`config.mk`:
```
export PLATFORM = sky130hd
export DESIGN_NAME = ups_da_mc
export DESIGN_NICKNAME = d
export VERILOG_FILES = /design/src/rtl/ups_da_mc.sv
export SDC_FILE = /design/constraint.sdc
export NUM_CORES = 1
export LEC_CHECK = 0
export BUFFER_PORTS_ARGS = -buffer_cell sky130_fd_sc_hd__buf_4
export CAP_MARGIN = 25
export CORE_ASPECT_RATIO = 1.2
export CORE_MARGIN = 2
export CORE_UTILIZATION = 53
export DETAILED_ROUTE_END_ITERATION = 10
export PLACE_DENSITY = 0.73
export SETUP_SLACK_MARGIN = 0.02
export SYNTH_ARGS = -nofsm -noshare
export SYNTH_HDL_FRONTEND = slang
export SYNTH_SLANG_ARGS = --single-unit
```
`constraint.sdc`:
```
create_clock -name clk -period 5.1 [get_ports clk]
set_input_delay 1.02 -clock clk [delete_from_list [all_inputs] [get_ports clk]]
set_output_delay 1.02 -clock clk [all_outputs]
set_load 0.02 [all_outputs]
```
`src/rtl/ups_da_mc.sv`:
```
// ups_da_mc: multi-channel SPI DAC master.
// NCH DACs share sclk / cs_n / ldac_n and each has its own dout line.
// Writes land in per-channel shadow registers and set a pending flag.
// Any pending flag starts one frame that carries the shadow value of every channel.
// Frame sequence: SETUP, FW SCLK bits MSB first, HOLD, optional LDAC, GAP.
// Optional feature: define UPS_DA_MC_LDAC_EN to add the LDAC state, which drives
// a 2*DIV-cycle ldac_n pulse after each frame. Without it, ldac_n stays low
// (except in reset) and the DACs update when cs_n rises.
module ups_da_mc #(
  parameter int NCH = 2,
  parameter int DW  = 12,
  parameter int FW  = 16,
  parameter int DIV = 4
) (
  input  logic              clk,
  input  logic              rst_n,
  input  logic [NCH-1:0]    dv,
  input  logic [NCH*DW-1:0] data,
  output logic              busy,
  output logic              done,
  output logic              sclk,
  output logic [NCH-1:0]    dout,
  output logic              cs_n,
  output logic              ldac_n
);

  // state | meaning
  // IDLE  | waiting for a pending channel; sclk=1, cs_n=1
  // SETUP | one half-period with cs_n low before the first falling sclk
  // SHIFT | FW bits, each DIV cycles low then DIV cycles high
  // HOLD  | one half-period with sclk high after the last bit; cs_n rises on exit
  // LDAC  | two half-periods with ldac_n low (only with UPS_DA_MC_LDAC_EN)
  // GAP   | one half-period of cs_n high; done pulses on the return to IDLE
  typedef enum logic [2:0] {
    S_IDLE,
    S_SETUP,
    S_SHIFT,
    S_HOLD,
    S_LDAC,
    S_GAP
  } state_t;

  localparam int CW = $clog2(2 * DIV);
  localparam int BW = (FW > 1) ? $clog2(FW) : 1;
  localparam logic [CW-1:0] HALF_LD  = CW'(DIV - 1);
  localparam logic [CW-1:0] LDAC_LD  = CW'(2 * DIV - 1);
  localparam logic [BW-1:0] LAST_BIT = BW'(FW - 1);

  state_t          state;
  logic [CW-1:0]   cnt;
  logic [BW-1:0]   bit_cnt;
  logic [DW-1:0]   shadow     [NCH];
  logic [FW-1:0]   shadow_ext [NCH];
  logic [FW-1:0]   shreg      [NCH];
  logic [NCH-1:0]  pending;
  logic            snap;
  logic            hp_tc;

  // The snapshot edge: IDLE with at least one registered pending flag.
  assign snap  = (state == S_IDLE) && (|pending);
  // The half-period down-counter has reached terminal count.
  assign hp_tc = (cnt == '0);

  // Right-justify each shadow in a frame; the upper FW-DW bits are zero.
  always_comb begin
    for (int c = 0; c < NCH; c++) begin
      shadow_ext[c] = FW'(shadow[c]);
    end
  end

  // Shadow registers accept writes in any state. A write on the snapshot edge keeps its pending flag.
  always_ff @(posedge clk) begin
    if (!rst_n) begin
      for (int c = 0; c < NCH; c++) begin
        shadow[c] <= '0;
      end
      pending <= '0;
    end else begin
      for (int c = 0; c < NCH; c++) begin
        if (dv[c]) begin
          shadow[c] <= data[c*DW +: DW];
        end
      end
      if (snap) begin
        pending <= dv;
      end else begin
        pending <= pending | dv;
      end
    end
  end

  // Frame sequencer: all SPI outputs are registered and paced by the half-period counter.
  always_ff @(posedge clk) begin
    if (!rst_n) begin
      state   <= S_IDLE;
      cnt     <= '0;
      bit_cnt <= '0;
      sclk    <= 1'b1;
      cs_n    <= 1'b1;
      ldac_n  <= 1'b1;
      dout    <= '0;
      busy    <= 1'b0;
      done    <= 1'b0;
      for (int c = 0; c < NCH; c++) begin
        shreg[c] <= '0;
      end
    end else begin
      done <= 1'b0;
`ifndef UPS_DA_MC_LDAC_EN
      ldac_n <= 1'b0;
`endif
      case (state)
        S_IDLE: begin
          if (snap) begin
            for (int c = 0; c < NCH; c++) begin
              shreg[c] <= shadow_ext[c];
              dout[c]  <= shadow_ext[c][FW-1];
            end
            cs_n  <= 1'b0;
            sclk  <= 1'b1;
            busy  <= 1'b1;
            cnt   <= HALF_LD;
            state <= S_SETUP;
          end
        end
        S_SETUP: begin
          if (hp_tc) begin
            sclk    <= 1'b0;
            cnt     <= HALF_LD;
            bit_cnt <= LAST_BIT;
            state   <= S_SHIFT;
          end else begin
            cnt <= cnt - CW'(1);
          end
        end
        S_SHIFT: begin
          if (!hp_tc) begin
            cnt <= cnt - CW'(1);
          end else if (!sclk) begin
            sclk <= 1'b1;
            cnt  <= HALF_LD;
          end else if (bit_cnt == '0) begin
            cnt   <= HALF_LD;
            state <= S_HOLD;
          end else begin
            // Falling sclk: present the next bit to the DACs.
            sclk    <= 1'b0;
            cnt     <= HALF_LD;
            bit_cnt <= bit_cnt - BW'(1);
            for (int c = 0; c < NCH; c++) begin
              dout[c]  <= shreg[c][FW-2];
              shreg[c] <= shreg[c] << 1;
            end
          end
        end
        S_HOLD: begin
          if (hp_tc) begin
            cs_n <= 1'b1;
`ifdef UPS_DA_MC_LDAC_EN
            ldac_n <= 1'b0;
            cnt    <= LDAC_LD;
            state  <= S_LDAC;
`else
            cnt   <= HALF_LD;
            state <= S_GAP;
`endif
          end else begin
            cnt <= cnt - CW'(1);
          end
        end
`ifdef UPS_DA_MC_LDAC_EN
        S_LDAC: begin
          if (hp_tc) begin
            ldac_n <= 1'b1;
            cnt    <= HALF_LD;
            state  <= S_GAP;
          end else begin
            cnt <= cnt - CW'(1);
          end
        end
`endif
        S_GAP: begin
          if (hp_tc) begin
            busy  <= 1'b0;
            done  <= 1'b1;
            state <= S_IDLE;
          end else begin
            cnt <= cnt - CW'(1);
          end
        end
        default: begin
          state <= S_IDLE;
        end
      endcase
    end
  end

endmodule

```
# Word level (Yosys, flattened, before mapping)
# Memories as Yosys holds them, arrays and structs flattened.
# Index checks and enable logic that the tools add are counted.
# word_totals
mem_bits_rw	56
inputBits	28
out_inout_bits	7
n_memories	2
ff_bits	19
word_cells	111
# memory_table
name	words	word_bits	read_ports	rd_ports_with_merged_regs	wr	line_no	rtl
shreg	2	16	2	0	2	54	logic [FW-1:0] shreg [NCH];
shadow	2	12	2	0	2	52	logic [DW-1:0] shadow [NCH];
# classes
n_eq_ne	13
reduce_logical	20
bitwise_logic	7
n_mux	57
n_addsub	2
# ops
operator	n
16-bit two-way mux	4
3-bit two-way mux	10
1-bit two-way mux	25
12-bit two-way mux	2
2-bit != test, second input constant	9
4-bit two-way mux	4
3-bit case mux with 5 select lines	1
2-bit two-way mux	5
5-bit AND reduction	2
3-bit case mux with 3 select lines	1
3-bit AND reduction	3
4-bit case mux with 2 select lines	1
2-bit nonzero test	4
7-bit AND reduction	1
3-bit by 2-bit == test with 1-bit output, second input constant	2
3-bit logical NOT	2
1-bit bitwise OR	6
3-bit nonzero test	2
4-bit logical NOT	1
1-bit case mux with 2 select lines	2
2-bit case mux with 2 select lines	1
4-bit AND reduction	1
4-bit by 1-bit subtractor with 4-bit output, second input constant	1
3-bit by 1-bit == test with 1-bit output, second input constant	1
other kinds (8)	8

# Longest topological paths before layout
# depth
depth_word	8
mapped_depth	7
depth_no_buf	6

# Least setup slack after synthesis
# No wires, ideal clock.
# synth_timing
kind	in2reg
start	input rst_n
end	memory shreg[0][0] (enable)
arrival_time_ns	1.990
path_buffers	1
required_time_ns	4.557
cell_stages	2
setup_ns	0.543
slack_ns	2.567
cell_sequence	clkbuf_1 nand3_1
# synth_lines
element	line_no	rtl
from (decl)	16	input logic rst_n,
to (decl)	54	

==> results by group <==
Placed design
  • DP Area: 0.00340 sq mm
  • HPWL reported at the end of detailed placement: 3.41 mm
  • Routability congestion estimate: 0.823
  • Pre-CTS WS: 2.68 ns
  • # port buffers: 34

Route
  • Avg WL per Cell: 14.9 um
  • Post-route DRC: 0
  • Metal2 WL: 2.60 mm
  • Post-route met1 wirelength: 2.30 mm
  • Drt pass-1 iters: 4
  • DR vias: 1935
  • Routed WL: 5.24 mm
  • Via density: 5.50
  • Initial DRC count: 116
  • DRT antenna net count: 0
  • Top Metal Used: met4
  • Met3 Wirelength: 258 um

Timing
  • Hold Violations, Final: 0
  • Setup tns final: 0 ns
  • Final hold slack: 0.463 ns
  • Pins Over Slew Limit: 0
  • FMAX: 493 MHz
  • RSZ-0062 raised after global routing: no
  • Setup Skew: 0.00740 ns
  • Crit path time final: 2.03 ns
  • Final setup vio count: 0
  • Measured slew at the worst slew-check pin: 0.564 ns
  • Slew headroom: 62.4%
  • Final worst slack: 3.07 ns
  • Tcrit/Tclk final: 39.8%

Yosys
  • Yosys warns: 0
  • Synth unique cells: 48
  • Net Count, Synth: 263
  • Seq cells post-synth: 73
  • Post-synthesis simple-gate area fraction: 17.2%
  • Count leader, synth: edfxtp_1
  • Synthesized area per cell: 13.4 sq um
  • Synth Cell Area: 0.00311 sq mm
  • Yosys top cell area share: 52.2%
  • Synth async-reset ratio: 0%
  • Post-Syn Instances: 232
  • Ys flop type: edfxtp_1
  • Area leader, netlist: edfxtp_1
  • Sequential area share after synthesis: 64.5%
  • Top cells by count, synth: edfxtp_1, and2_1, a22o_1
  • Synth Area in XOR/XNOR: 0.282%
  • Largest family of logic cells by synthesized area: simple AND/OR/NAND/NOR gates
  • Synth Area in Adders: 1.21%
  • Complex-gate fraction of the synthesized area: 12.4%
  • Synth area leaders: edfxtp_1, dfxtp_1, a22o_1, and2_1, and3_1
  • Post-synth EDFFs: 54
  • Mux cell area share after synthesis: 0.967%

Cells and area
  • Area growth, synth to finish: 16.4%
  • # nets final: 298
  • ANT cells: 0
  • Share of post-route cells with drive strength above 1: 23.9%
  • Finished Cell Area: 0.00361 sq mm

Power
  • Pleak: 1.46 nW
  • Power density over cell area: 423 mW/mm^2
  • Max VDD drop: 0.234 mV

CTS
  • Clk slew on worst S/H paths: 0.08 ns
  • CTS Hold Bufs: 0
  • Setup repair bufs after CTS: 0
  • Clk sinks: 73
  • TritonCTS Buffers: 9
  • H-tree depth: 3
  • Clock tree buffer depth: 2
  • PostCTS Resize Cnt: 0
  • CTS tree: built
  • Clk Tree Root Cell: clkbuf_8
  • Clock Latency Late Sink: 0.35 ns

Critical path
  • Max incr delay on CP: 0.43 ns
  • Crit end category: flip-flop
  • Crit path DAT: 2.25 ns
  • CP cell instances: buf_4, inv_2, nor2_1, buf_6, and2_1
  • Setup CP Type: in2reg
  • CP max stage cell: nor2_1
  • Crit path max fanout: 25
  • Type of origin of the critical path: input port
  • CP Data Required Time: 5.32 ns

Global routing
  • First-pass GRT wire length: 8.80 mm
  • Largest net degree at the start of global routing: 31
  • Grt ovf: 0
  • Vias in the first global route: 1858
  • All-Layer GR Usage: 18.5%
  • Antenna violations before repair: 0

Floorplanning
  • Die height: 87.9 um
  • Die area: 0.00649 sq mm
  • Die width: 73.9 um
  • Core box area: 0.00567 sq mm
  • Starting Density: 54.8%
  • FP Rows: 30
  • Io pins: 35

Status
  • Outcome: finished clean

Run
  • Max-cap violations: 0

Worst hold path
  • Min-Delay Path Class: reg2reg
where the power goes:
group	internal, mW	switching (mW)	total (mW)	leakage (nW)
logic	0.119	0.143	0.261	0.614
clock network	0.274	0.213	0.487	0.110
registers	0.732	0.0499	0.782	0.736
stage by stage:
| step | util (%) | instances | total power, mW |
|---|---|---|---|
| 2_1_floorplan | - | 232 | 0.984 |
| 3_3_place_gp | 59.8 | 335 | 1.04 |
| 3_5_place_dp | 60.0 | 336 | 1.05 |
| 4_1_cts | 63.8 | 352 | 1.54 |
| 5_1_grt | 63.8 | 352 | 1.61 |
| 6_report | 63.8 | 352 | 1.53 |
critical path: cells and delay by family:
| kind | cells | cell delay (ns) |
|---|---|---|
| AND/OR/NAND/NOR | 2 | 0.57 |
| buffers and inverters | 3 | 0.65 |
worst paths after layout:
kind / start / endpoint / slack, ns / cells past startpoint
worst max-delay path: rst_n / shadow[0][18] / 3.07 / 5
worst min-delay path: dout[1] / dout[1] / 0.46 / 2
worst max register to register: state[2] / shreg[0][5] / 3.10 / 4
worst min register to register: dout[1] / dout[1] / 0.46 / 2
layout make-up:
cell class,instances,area (sq um)
clock inverters,6,83.8
fillers,450,2050
clock buffers,10,128
inverters,6,22.5
flip-flops and latches,73,2000
well taps,80,100
repair buffers,37,282
multi-input cells,140,996
cell families (layout without fill, tap and decap cells):
| family | Yosys count | in the layout |
|---|---|---|
| multiplexers | 3 | 3 |
| flip-flops | 73 | 73 |
| AO/OA/AOI/OAI | 46 | 46 |
| adder cells (fa/ha/maj) | 3 | 3 |
| AND/OR/NAND/NOR | 87 | 87 |
| buffers and inverters | 19 | 59 |
| XOR/XNOR | 1 | 1 |
metal layers:
layer  vias to the layer above  global-route usage, %
li1                        943                      -
met2                        55                   28.7
met4                         0                   7.77
met1                       930                   24.7
met3                         7                   5.18
met5                         -                      0
cells in the final DEF (no fill, tap or decap), drive strengths merged, types with 3 or more instances in the layout:
cell type / count
a22o: 22
and2: 25
nand2b: 8
o21ai: 3
buf: 37
nor3b: 3
inv: 6
clkbuf: 10
ha: 3
nand2: 9
dfxtp: 19
nor2: 12
clkinv: 4
mux2i: 3
a21oi: 4
nor3: 7
and3: 9
edfxtp: 54
nand3: 5
state kept, by name (all words and copies together) (netlist names):
name	flops
shadow	24
pending	2
busy	1
done	1
dout	2
cs_n	1
bit_cnt	4
ldac_n	1
state	3
shreg	30
sclk	1
cnt	3
No activity file was read; power rests on OpenSTA's default activity.
